### src/rtl/tmr_vote_pkg.sv
`default_nettype none
// ============================================================================
// Module   : tmr_vote_pkg
// Brief    : Shared types and constants for the TMR voting controller.
// Revision : 1.0
// ============================================================================
package tmr_vote_pkg;

    typedef enum logic [1:0] {
        TMR    = 2'b00,
        DUPLEX = 2'b01,
        FAIL   = 2'b10
    } mode_e;

    localparam logic [1:0] NO_FAULT = 2'b11;

    function automatic logic [1:0] popcnt3(input logic [2:0] i_v);
        return {1'b0, i_v[0]} + {1'b0, i_v[1]} + {1'b0, i_v[2]};
    endfunction

endpackage
`default_nettype wire

### src/rtl/maj_vote_bus.sv
`default_nettype none
// ============================================================================
// Module   : maj_vote_bus
// Brief    : Combinational bitwise 2-of-3 majority over a W-bit bus.
// Revision : 1.0
// ============================================================================
module maj_vote_bus #(
    parameter int W = 8
) (
    input  logic [W-1:0] i_a,
    input  logic [W-1:0] i_b,
    input  logic [W-1:0] i_c,
    output logic [W-1:0] o_maj
);

    assign o_maj = (i_a & i_b) | (i_a & i_c) | (i_b & i_c);

endmodule
`default_nettype wire

### src/rtl/tmr_vote_ctrl.sv
`default_nettype none
// ============================================================================
// Module   : tmr_vote_ctrl
// Brief    : Three-channel voter with TMR -> DUPLEX -> FAIL degradation and
//            a registered valid/ready output stage.
// Revision : 1.0
// ============================================================================
module tmr_vote_ctrl
    import tmr_vote_pkg::*;
#(
    parameter int W          = 8,
    parameter int MISS_LIMIT = 4,
    parameter int CNT_W      = 8
) (
    input  logic             clk,
    input  logic             rst,
    input  logic             in_valid,
    output logic             in_ready,
    input  logic [W-1:0]     ch0,
    input  logic [W-1:0]     ch1,
    input  logic [W-1:0]     ch2,
    output logic             out_valid,
    input  logic             out_ready,
    output logic [W-1:0]     out_data,
    output logic             out_err,
    output mode_e            mode,
    output logic [1:0]       fault_ch,
    input  logic             clr_fault,
    output logic [CNT_W-1:0] mis_cnt0,
    output logic [CNT_W-1:0] mis_cnt1,
    output logic [CNT_W-1:0] mis_cnt2
);

    localparam int              c_CONS_W = 8;
    localparam logic [c_CONS_W-1:0] c_LIMIT = c_CONS_W'(MISS_LIMIT);

    mode_e                      r_mode;
    mode_e                      w_mode_nxt;
    logic [1:0]                 r_fault_ch;
    logic [1:0]                 w_fault_nxt;
    logic [2:0][c_CONS_W-1:0]   r_cons;
    logic [2:0][c_CONS_W-1:0]   w_cons_nxt;
    logic [2:0][CNT_W-1:0]      r_mis;

    logic                       r_out_valid;
    logic [W-1:0]               r_out_data;
    logic                       r_out_err;

    logic [2:0][W-1:0]          w_ch;
    logic [W-1:0]               w_voted;
    logic                       w_accept;
    logic [2:0]                 w_dis;
    logic [2:0]                 w_hit;
    logic [W-1:0]               w_sel_data;
    logic                       w_sel_err;
    logic [W-1:0]               w_pair_a;
    logic [W-1:0]               w_pair_b;
    logic [2:0]                 w_pair_mask;

    assign w_ch = {ch2, ch1, ch0};

    maj_vote_bus #(
        .W (W)
    ) u_maj (
        .i_a   (ch0),
        .i_b   (ch1),
        .i_c   (ch2),
        .o_maj (w_voted)
    );

    // Surviving pair in DUPLEX; w_pair_a is always the lower-index channel.
    always_comb begin
        w_pair_a    = ch0;
        w_pair_b    = ch1;
        w_pair_mask = 3'b011;
        case (r_fault_ch)
            2'd0: begin
                w_pair_a    = ch1;
                w_pair_b    = ch2;
                w_pair_mask = 3'b110;
            end
            2'd1: begin
                w_pair_a    = ch0;
                w_pair_b    = ch2;
                w_pair_mask = 3'b101;
            end
            default: begin
                w_pair_a    = ch0;
                w_pair_b    = ch1;
                w_pair_mask = 3'b011;
            end
        endcase
    end

    // State register
    always_ff @(posedge clk or posedge rst) begin
        if (rst) begin
            r_mode     <= TMR;
            r_fault_ch <= NO_FAULT;
            r_cons     <= '0;
        end else begin
            r_mode     <= w_mode_nxt;
            r_fault_ch <= w_fault_nxt;
            r_cons     <= w_cons_nxt;
        end
    end

    // Next-state, disagreement and voted-word selection
    always_comb begin
        w_mode_nxt  = r_mode;
        w_fault_nxt = r_fault_ch;
        w_cons_nxt  = r_cons;
        w_dis       = '0;
        w_hit       = '0;
        w_sel_data  = w_voted;
        w_sel_err   = 1'b0;
        case (r_mode)
            TMR: begin
                for (int i = 0; i < 3; i++) begin
                    w_dis[i] = (w_ch[i] != w_voted);
                end
                w_sel_err = (popcnt3(w_dis) >= 2'd2);
                if (w_accept) begin
                    for (int i = 0; i < 3; i++) begin
                        if (w_dis[i]) begin
                            w_cons_nxt[i] = (r_cons[i] != {c_CONS_W{1'b1}}) ?
                                            r_cons[i] + c_CONS_W'(1) : r_cons[i];
                        end else begin
                            w_cons_nxt[i] = '0;
                        end
                        w_hit[i] = w_dis[i] && (w_cons_nxt[i] >= c_LIMIT);
                    end
                    if (popcnt3(w_hit) == 2'd1) begin
                        w_mode_nxt  = DUPLEX;
                        w_fault_nxt = w_hit[0] ? 2'd0 : (w_hit[1] ? 2'd1 : 2'd2);
                        w_cons_nxt  = '0;
                    end else if (popcnt3(w_hit) >= 2'd2) begin
                        w_mode_nxt  = FAIL;
                        w_cons_nxt  = '0;
                    end
                end
            end
            DUPLEX: begin
                w_sel_data = w_pair_a;
                if (w_pair_a != w_pair_b) begin
                    w_sel_err = 1'b1;
                    w_dis     = w_pair_mask;
                    if (w_accept) begin
                        w_mode_nxt = FAIL;
                    end
                end
            end
            default: begin
                w_sel_data = w_voted;
            end
        endcase
        // Clearing wins over any transition the same-cycle accept would cause.
        if (clr_fault) begin
            w_mode_nxt  = TMR;
            w_fault_nxt = NO_FAULT;
            w_cons_nxt  = '0;
        end
    end

    // Handshake outputs
    always_comb begin
        in_ready = (r_mode != FAIL) && (!r_out_valid || out_ready);
        w_accept = in_valid && in_ready;
    end

    always_ff @(posedge clk or posedge rst) begin
        if (rst) begin
            r_out_valid <= 1'b0;
            r_out_data  <= '0;
            r_out_err   <= 1'b0;
            r_mis       <= '0;
        end else begin
            if (w_accept) begin
                r_out_valid <= 1'b1;
                r_out_data  <= w_sel_data;
                r_out_err   <= w_sel_err;
                for (int i = 0; i < 3; i++) begin
                    if (w_dis[i] && (r_mis[i] != {CNT_W{1'b1}})) begin
                        r_mis[i] <= r_mis[i] + CNT_W'(1);
                    end
                end
            end else if (out_ready) begin
                r_out_valid <= 1'b0;
            end
        end
    end

    assign out_valid = r_out_valid;
    assign out_data  = r_out_data;
    assign out_err   = r_out_err;
    assign mode      = r_mode;
    assign fault_ch  = r_fault_ch;
    assign mis_cnt0  = r_mis[0];
    assign mis_cnt1  = r_mis[1];
    assign mis_cnt2  = r_mis[2];

endmodule
`default_nettype wire

### config.mk
export PLATFORM = sky130hd
export DESIGN_NAME = tmr_vote_ctrl
export DESIGN_NICKNAME = d
export VERILOG_FILES = /design/src/rtl/tmr_vote_pkg.sv /design/src/rtl/maj_vote_bus.sv /design/src/rtl/tmr_vote_ctrl.sv
export SDC_FILE = /design/constraint.sdc
export NUM_CORES = 1
export LEC_CHECK = 0
export BUFFER_PORTS_ARGS = -buffer_cell sky130_fd_sc_hd__buf_4
export CAP_MARGIN = 30
export CORE_MARGIN = 2
export CORE_UTILIZATION = 34
export CTS_BUF_LIST = sky130_fd_sc_hd__clkbuf_8
export DETAILED_ROUTE_END_ITERATION = 12
export PLACE_DENSITY = 0.54
export SYNTH_ARGS = -nofsm -noshare
export SYNTH_HDL_FRONTEND = slang
export SYNTH_SLANG_ARGS = --single-unit
### constraint.sdc
create_clock -name clk -period 9.2 [get_ports clk]
set_input_delay 1.84 -clock clk [delete_from_list [all_inputs] [get_ports clk]]
set_output_delay 1.84 -clock clk [all_outputs]
set_load 0.05 [all_outputs]
Yosys cells after proc, flatten, opt, wreduce, memory -nomap -nowiden
Index checks and enable logic that the tools add are counted.
- bitwise operators: 5
- $lt $le $gt $ge: 5
- reductions and logical operators: 24
- add/subtract/negate cells: 10
- equal/unequal tests: 18
- mux-type cells: 40
- operator list (operator ; number):
    $mux 24 ; 5
    $mux 8 ; 15
    $add 8x1->8 const B ; 6
    $ne 8x8->1 const B ; 6
    $ne 8x8->1 ; 4
    $and 8x8->8 ; 3
    $ge 8x3->1 const B ; 3
    $mux 2 ; 12
    $or 8x8->8 ; 2
    $pmux 3 s2 ; 2
    $ne 3x3->1 const B ; 3
    $logic_and 1x1->1 ; 8
    $reduce_and 2->1 ; 4
    $reduce_bool 2->1 ; 4
    $eq 2x1->1 const B ; 3
    $reduce_and 5->1 ; 1
    $add 1x1->2 ; 2
    $add 2x1->2 ; 2
    $ge 2x2->1 const B ; 2
    $logic_not 2->1 ; 2
    $ne 4x4->1 const B ; 1
    $pmux 2 s2 ; 1
    $mux 1 ; 3
    $mux 3 ; 1
    7 further kinds ; 7
- logic and storage cells: 113
- register bits after elaboration: 62
- output and inout bits: 39
- input port bits: 29

Longest topological paths before layout
Gate-level depths: netlist (run 1).
- depth in word-level cells: 17
- mapped depth: 14
- mapped depth without buffers: 13

Modules after synthesis
A second synthesis (run 1) with hierarchy kept.
- cells, all modules: 471
- area, all modules: 4145.2 sq um
- by module, submodules not included (module ; instances ; cells each ; area each (sq um)):
    tmr_vote_ctrl ; 1 ; 463 ; 4055.1
    maj_vote_bus ; 1 ; 8 ; 90.1

Worst setup path before layout (run 1)
OpenSTA, ideal clock, no wires.
- path kind: input -> register
- from: input ch1[5]
- to: register r_cons[1] in the netlist's numbering
- library setup time: 0.082 ns
- data arrival time: 4.545 ns
- stages: 11
- buffers on the path: 2
- slack: 4.573 ns
- cells stage by stage: clkbuf_1 or3b_2 nand4_1 nor2_1 a41oi_1 fa_1 nor3_1 and2_1 clkbuf_1 a21oi_1 o22ai_1
- cells in the longest elaborated chain, start to end: 17
- elaborated cells between the ends (all ways): 31
- classes of those cells: add/sub: 2; order compare: 4; eq/ne: 4; mux: 14; bitwise: 4; reduce/logical: 3
- ends and longest elaborated chain (what ; line ; RTL):
    start, declared ; tmr_vote_ctrl.sv:20 ; input logic [W-1:0] ch1,
    $and 8x8->8 ; maj_vote_bus.sv:16 ; assign o_maj = (i_a & i_b) | (i_a & i_c) | (i_b & i_c);
    $or 8x8->8 (2 in a row) ; maj_vote_bus.sv:16 ;
    $ne 8x8->1 ; tmr_vote_ctrl.sv:120 ; w_dis[i] = (w_ch[i] != w_voted);
    $mux 8 ; tmr_vote_ctrl.sv:125 ; if (w_dis[i]) begin
    $mux 8 ; tmr_vote_ctrl.sv:123 ; if (w_accept) begin
    $mux 8 ; tmr_vote_ctrl.sv:117 ; case (r_mode)
    $ge 8x3->1 ; tmr_vote_ctrl.sv:131 ; w_hit[i] = w_dis[i] && (w_cons_nxt[i] >= c_LIMIT);
    $logic_and 1x1->1 ; tmr_vote_ctrl.sv:131 ;
    $add 1x1->2 ; tmr_vote_pkg.sv:18 ; return {1'b0, i_v[0]} + {1'b0, i_v[1]} + {1'b0, i_v[2]};
    $add 2x1->2 ; tmr_vote_pkg.sv:18 ;
    $ge 2x2->1 ; tmr_vote_ctrl.sv:137 ; end else if (popcnt3(w_hit) >= 2'd2) begin
    $mux 24 ; tmr_vote_ctrl.sv:137 ;
    $mux 24 * ; tmr_vote_ctrl.sv:133 ; if (popcnt3(w_hit) == 2'd1) begin
    $mux 24 * ; tmr_vote_ctrl.sv:123 ;
    $mux 24 * ; tmr_vote_ctrl.sv:117 ;
    $mux 24 * ; tmr_vote_ctrl.sv:158 ; if (clr_fault) begin
    end signal, assigned ; tmr_vote_ctrl.sv:104 ; r_cons <= w_cons_nxt;
    end, declared ; tmr_vote_ctrl.sv:41 ; logic [2:0][c_CONS_W-1:0] r_cons;
Every way passes the cells marked *; elsewhere a longest branch is shown, timed or not. The select of a mux whose other input is x is not followed.
A chain may end at the register's enable or synchronous reset.

Worst setup path after layout (run 1)
- from: input ch1[1]
- to: register r_cons[1] in the netlist's numbering
The elaborated chain is that of the path after synthesis.

==> results.toml, run 1 <==
[routing]
drcViolationCount = 0
highest_layer = "met4"
wl_met3_microns = 465
wirelength_microns = 11600
routed_via_density = 5.39
dr_total_vias = 3976
wl_met2_microns = 4980
drt_iter0_markers = 262
first_pass_iters = 5
wl_per_cell_microns = 15.7
wl_met1_microns = 6030
postRouteAntennaNets = 0

[die]
die_area_sq_um = 14000
die_y_microns = 118
core-area_sq_um = 12700
io_pins = 68
fp.dieW_microns = 118
start_util_pct = 35.1
rows = 41

[timing]
finClkSkew_ps = 9.56
worst_pin_slew_ps = 983
max_freq_ghz = 0.209
timing.final.ws_setup_ps = 4420
final_hold_viol_count = 0
min_period_ps = 4780
slew_headroom_pct = 34.2
slew_viol_final = 0
finalSetupViolations = 0
rsz0062_at_grt = "no"
finalSetupTns_ps = 0
post-route-period-util_pct = 52.0

[power_and_ir_drop]
power.internal_uw = 749
power_frac_comb_pct = 53.3
pwr-share-seq_pct = 30.9
p_leak_uw = 0.00229
clockPowerShare_pct = 15.8
p_switching_uw = 731
p_per_area_nw_per_um2 = 286
irDropWorstVdd_mv = 0.187
power_switching_share_pct = 49.4

[logic_synthesis]
synthArstFlopShare_pct = 100
synth_top_area_cell = "dfrtp_1"
synth-edff-count = 0
ys.flop_type = "dfrtp_1"
syn_area_sq_um = 4440
synth_top_area_share_pct = 33.8
ys.warnings.count = 0
ys_ff_latch = 62
synth_nets = 563
synth_cell_types = 58
ys_seq_area_share_pct = 35.0
synth_area_leaders = "dfrtp_1 34%, a21oi_1 5.5%, xnor2_1 5.3%"
synth.avg_cell_area_sq_um = 8.44
syn_inst = 526

[grt]
grt_remaining_overflow = 0
grtUsageTotal_pct = 17.3
grt_pass1_wl_microns = 19700
grt_antenna_before_repair = 0
grt_pass1_vias = 3796
grt_start_max_net_pins = 63

[cts]
cts_tree = "done"
post_cts_buffers = 0
worstSkewPairLatency_ps = 360
clk_pin_slew_worst_paths_ps = 60
cts-root-buf = "clkbuf_8"
cts-htree-levels = 3
hold_buffers = 0
cts_buffers = 9
ctsResizeCount = 0
cts_sinks = 62
cts_buffer_depth = 2

[critical_path]
start_kind = "input pin"
cp_max_fo = 11
path_depth = 11
required_ps = 9470
reg2reg_depth = 12
critical_path_class = "input pin to register"
path_cells = "buf_4 -> and3b_1 -> nor4_1 -> nand4_1 -> nor2_1 -> a41oi_1 -> fa_1 -> nor3_1 -> and2_1 -> nand3_1 -> o22ai_1"
slowest_stage = "nor3_1"
end_kind = "register"
max_stage_delay_ps = 570
arrival_ps = 5060
critPathTopFamily = "simple AND/OR/NAND/NOR gates"
timing.critical_path.buf_inv = 1

[place]
port_buffers = 67
dpl_worst_slack_ps = 4020
finalWeightedCongestion = 0.830
hpwl_microns = 8090
dpl_cell_area_sq_um = 4990

[min_path]
hold_class = "register to register"
worstHoldPathCells = 2

[final_layout]
fin_util_pct = 40.8
drive_gt1_share_pct = 17.1
antenna_cells = 0
fin_area_sq_um = 5170
area_growth_pct = 16.3
fillCellCount = 1293
nets = 598

[run_status]
status = "finished, final reports clean"

[run]
maxCapViolations = 0
## final timing paths
check                                    to         from  slack [ps]
worst max register to register    r_cons[1]    r_cons[0]        5270
worst min-delay path            out_data[1]  out_data[1]         480
max in group asynchronous       out_data[4]          rst        6960
min in group asynchronous       mis_cnt1[4]          rst        1710
worst min register to register  out_data[1]  out_data[1]         480
worst max-delay path              r_cons[1]       ch1[1]        4420
## tightest hold or removal path, delay by kind of cell, from the launching register on
| kind | cells | cell delay, ps |
|---|---|---|
| simple gates | 1 | 50 |
| flops | 1 | 350 |
| compound gates | 1 | 50 |
## cell type report
type | instances | area (sq um) | area share [%]
multi-input combinational | 408 | 2650 | 51.4
sequential | 62 | 1550 | 30.1
timing repair buffer | 69 | 522 | 10.1
tap | 172 | 215 | 4.16
clock buffer | 9 | 124 | 2.40
clock inverter | 7 | 57.6 | 1.11
inverter | 11 | 41.3 | 0.799
## registers in the layout, summed over array words and instances, names as in the netlist
signal     cells
out_err        1
mis_cnt1       8
mode           2
mis_cnt2       8
fault_ch       2
out_valid      1
mis_cnt0       8
r_cons        24
out_data       8
## cells by family after synthesis
group / after synthesis / synth area share (%)
simple gates: 214 / 27.1
compound gates: 132 / 18.9
flops: 62 / 35.0
buf+inv: 56 / 5.27
xor+xnor: 38 / 7.49
mux: 16 / 3.86
fa+ha+maj: 8 / 2.42
## cell usage in the layout, fill, tap and decap left out, types with 7 or more instances in the layout
| cell | instances |
|---|---|
| a211oi_1 | 9 |
| and3_1 | 17 |
| clkbuf_8 | 9 |
| nand3_1 | 37 |
| nor2_1 | 36 |
| nor3b_1 | 13 |
| a21oi_1 | 49 |
| xor2_1 | 11 |
| inv_1 | 12 |
| and3b_1 | 14 |
| o41ai_1 | 10 |
| nand2_1 | 34 |
| buf_4 | 68 |
| o21ai_0 | 20 |
| nand2b_1 | 10 |
| nand4_1 | 14 |
| xnor2_1 | 27 |
| mux2i_1 | 13 |
| nor4_1 | 7 |
| ha_1 | 7 |
| dfrtp_1 | 60 |
## layer usage
layer / global-route usage, % / vias to the layer above
li1: - / 1985
met1: 25.3 / 1895
met2: 25.1 / 87
met3: 4.05 / 9
met4: 4.82 / 0
met5: 0 / -
## Yosys cell counts, types with 7 or more instances
| cell | number |
|---|---|
| a21oi_1 | 49 |
| inv_1 | 11 |
| nor3b_1 | 13 |
| nand2_1 | 34 |
| nor2_1 | 36 |
| and3_1 | 17 |
| clkbuf_1 | 35 |
| and3b_1 | 14 |
| xnor2_1 | 27 |
| o21ai_0 | 20 |
| dfrtp_1 | 60 |
| o41ai_1 | 10 |
| nor4_1 | 7 |
| mux2i_1 | 13 |
| ha_1 | 7 |
| a211oi_1 | 9 |
| xor2_1 | 11 |
| nand4_1 | 14 |
| nand2b_1 | 10 |
| nand3_1 | 37 |
## per-stage QoR
stage | instances | hold WS (ps) | total power, uW
floorplan | 526 | 471 | 1030
global placement | 721 | 460 | 1240
detailed placement | 722 | 467 | 1260
CTS | 738 | 490 | 1500
global route | 738 | 517 | 1580
finish | 738 | 483 | 1480
## power groups by stage
stage / Clock, uW / Sequential, uW / Combinational, uW
2_1_floorplan: 0 / 653 / 379
3_3_place_gp: 0 / 458 / 784
3_5_place_dp: 0 / 462 / 793
4_1_cts: 243 / 459 / 795
5_1_grt: 257 / 474 / 852
6_report: 233 / 457 / 789
No activity file was read; power rests on OpenSTA's default activity.
==> run 2, diff against run 1 <==
- clock period: 9.2 -> 4.7 ns (I/O delays scaled with it)
==> results.toml, run 2 (synthesis results as in run 1) <==
[timing]
fin_hold_ws_ps = 483
slew_headroom_pct = 37.0
rsz0062_at_grt = "no"
slew_viol_final = 0
max_freq_ghz = 0.273
worst_pin_slew_ps = 939
final_hold_viol_count = 0
finalSetupViolations = 0
finClkSkew_ps = 15.4
min_period_ps = 3660
finalSetupTns_ps = 0
post-route-period-util_pct = 77.9

[routing]
routed_via_density = 5.43
drt_iter0_markers = 260
wirelength_microns = 11600
first_pass_iters = 5
postRouteAntennaNets = 0
dr_total_vias = 4020
wl_per_cell_microns = 15.7
drcViolationCount = 0

[cts]
cts_buffers = 9
ctsResizeCount = 0
hold_buffers = 0
cts_buffer_depth = 2
cts-root-buf = "clkbuf_8"
clk_pin_slew_worst_paths_ps = 80
post_cts_buffers = 0
cts_tree = "done"
cts_sinks = 62
worstSkewPairLatency_ps = 360
cts-htree-levels = 3

[min_path]
hold_path_end = "out_data[5]"
worstHoldPathCells = 2
worstHoldStart = "out_data[5]"
hold_class = "register to register"

[run]
maxCapViolations = 0

[grt]
grtUsageTotal_pct = 17.1
grt_start_max_net_pins = 38
grt_antenna_before_repair = 0
grt_pass1_wl_microns = 19300
grt_remaining_overflow = 0
grt_pass1_vias = 3682

[die]
fp.dieW_microns = 118
core-area_sq_um = 12700
io_pins = 68
start_util_pct = 35.1
rows = 41
die_area_sq_um = 14000
die_y_microns = 118

[critical_path]
arrival_ps = 3960
r2r-start = "r_cons[0]"
reg2reg_depth = 13
start_kind = "register"
cp_max_fo = 8
required_ps = 5000
reg2reg_to = "r_cons[14]"
end_kind = "register"
rrSetupSlack_ps = 1040
critical_path_class = "register to register"

[final_layout]
antenna_cells = 0
multiInputGateArea_sq_um = 2650
area_growth_pct = 17.0
seq_area_sq_um = 1550
largest_reg_flops = 24
layout_commonest_cell = "buf_4"
drive_gt1_share_pct = 17.4
fin_area_sq_um = 5200
regMostFlops = "r_cons"
fin_cells = 740
nets = 600
layout_common_cells = "71 x buf_4, 60 x dfrtp_1, 49 x a21oi_1"
fillCellCount = 1320

[place]
dpl_cell_area_sq_um = 5000
place_inst = 724
port_buffers = 67
finalWeightedCongestion = 0.844
hpwl_microns = 8180

[run_status]
status = "finished, final reports clean"

[power_and_ir_drop]
irDropWorstVdd_mv = 0.366
p_leak_uw = 0.00230
p_per_area_nw_per_um2 = 565
==> run 2: worst max path at each step <==
stage / start / cells past startpoint / slack, ps / to
after floorplan: ch1[5] / 11 / 970 / r_cons[1]
after global placement: ch0[5] / 13 / 740 / r_cons[14]
after detailed placement: ch1[5] / 13 / 670 / r_cons[14]
after CTS: r_cons[0] / 13 / 1050 / r_cons[14]
after global routing: r_cons[0] / 13 / 770 / r_cons[14]
final: r_cons[0] / 13 / 1040 / r_cons[14]
==> run 2: cell type report <==
type / instances / area share [%]
multi-input combinational: 408 / 51.0
inverter: 11 / 0.794
tap: 172 / 4.14
timing repair buffer: 71 / 10.3
sequential: 62 / 29.9
clock buffer: 11 / 2.91
clock inverter: 5 / 0.963
==> run 2: layer usage <==
layer | routed length (microns) | track usage, %
met1 | 5830 | 24.3
met2 | 5050 | 25.2
met3 | 598 | 4.44
met4 | 159 | 5.65
met5 | 0 | 0
==> run 2: worst max-delay path: stages, from the launching register on <==
cell and delay (ps):
dfrtp_1 410, ha_1 310, nand4_1 140, nand3_1 80
o21ai_0 80, a31oi_1 100, o41ai_1 710, inv_1 150
fa_1 550, nor3_1 190, buf_4 170, nor2b_1 390
o21ai_0 170, a21oi_1 160
==> run 2: report_power, final <==
group / switching, uW / internal [uW]
clock: 220 / 269
combinational: 1010 / 542
sequential: 198 / 695
==> run 2: per-stage QoR <==
stage | power (uW) | setup WS, ps | utilization (%)
finish | 2940 | 1040 | 41.0
global route | 3140 | 773 | 41.0
CTS | 2970 | 1050 | 41.0
detailed placement | 2460 | 667 | 39.4
global placement | 2450 | 741 | 39.4
floorplan | 2020 | 973 | -
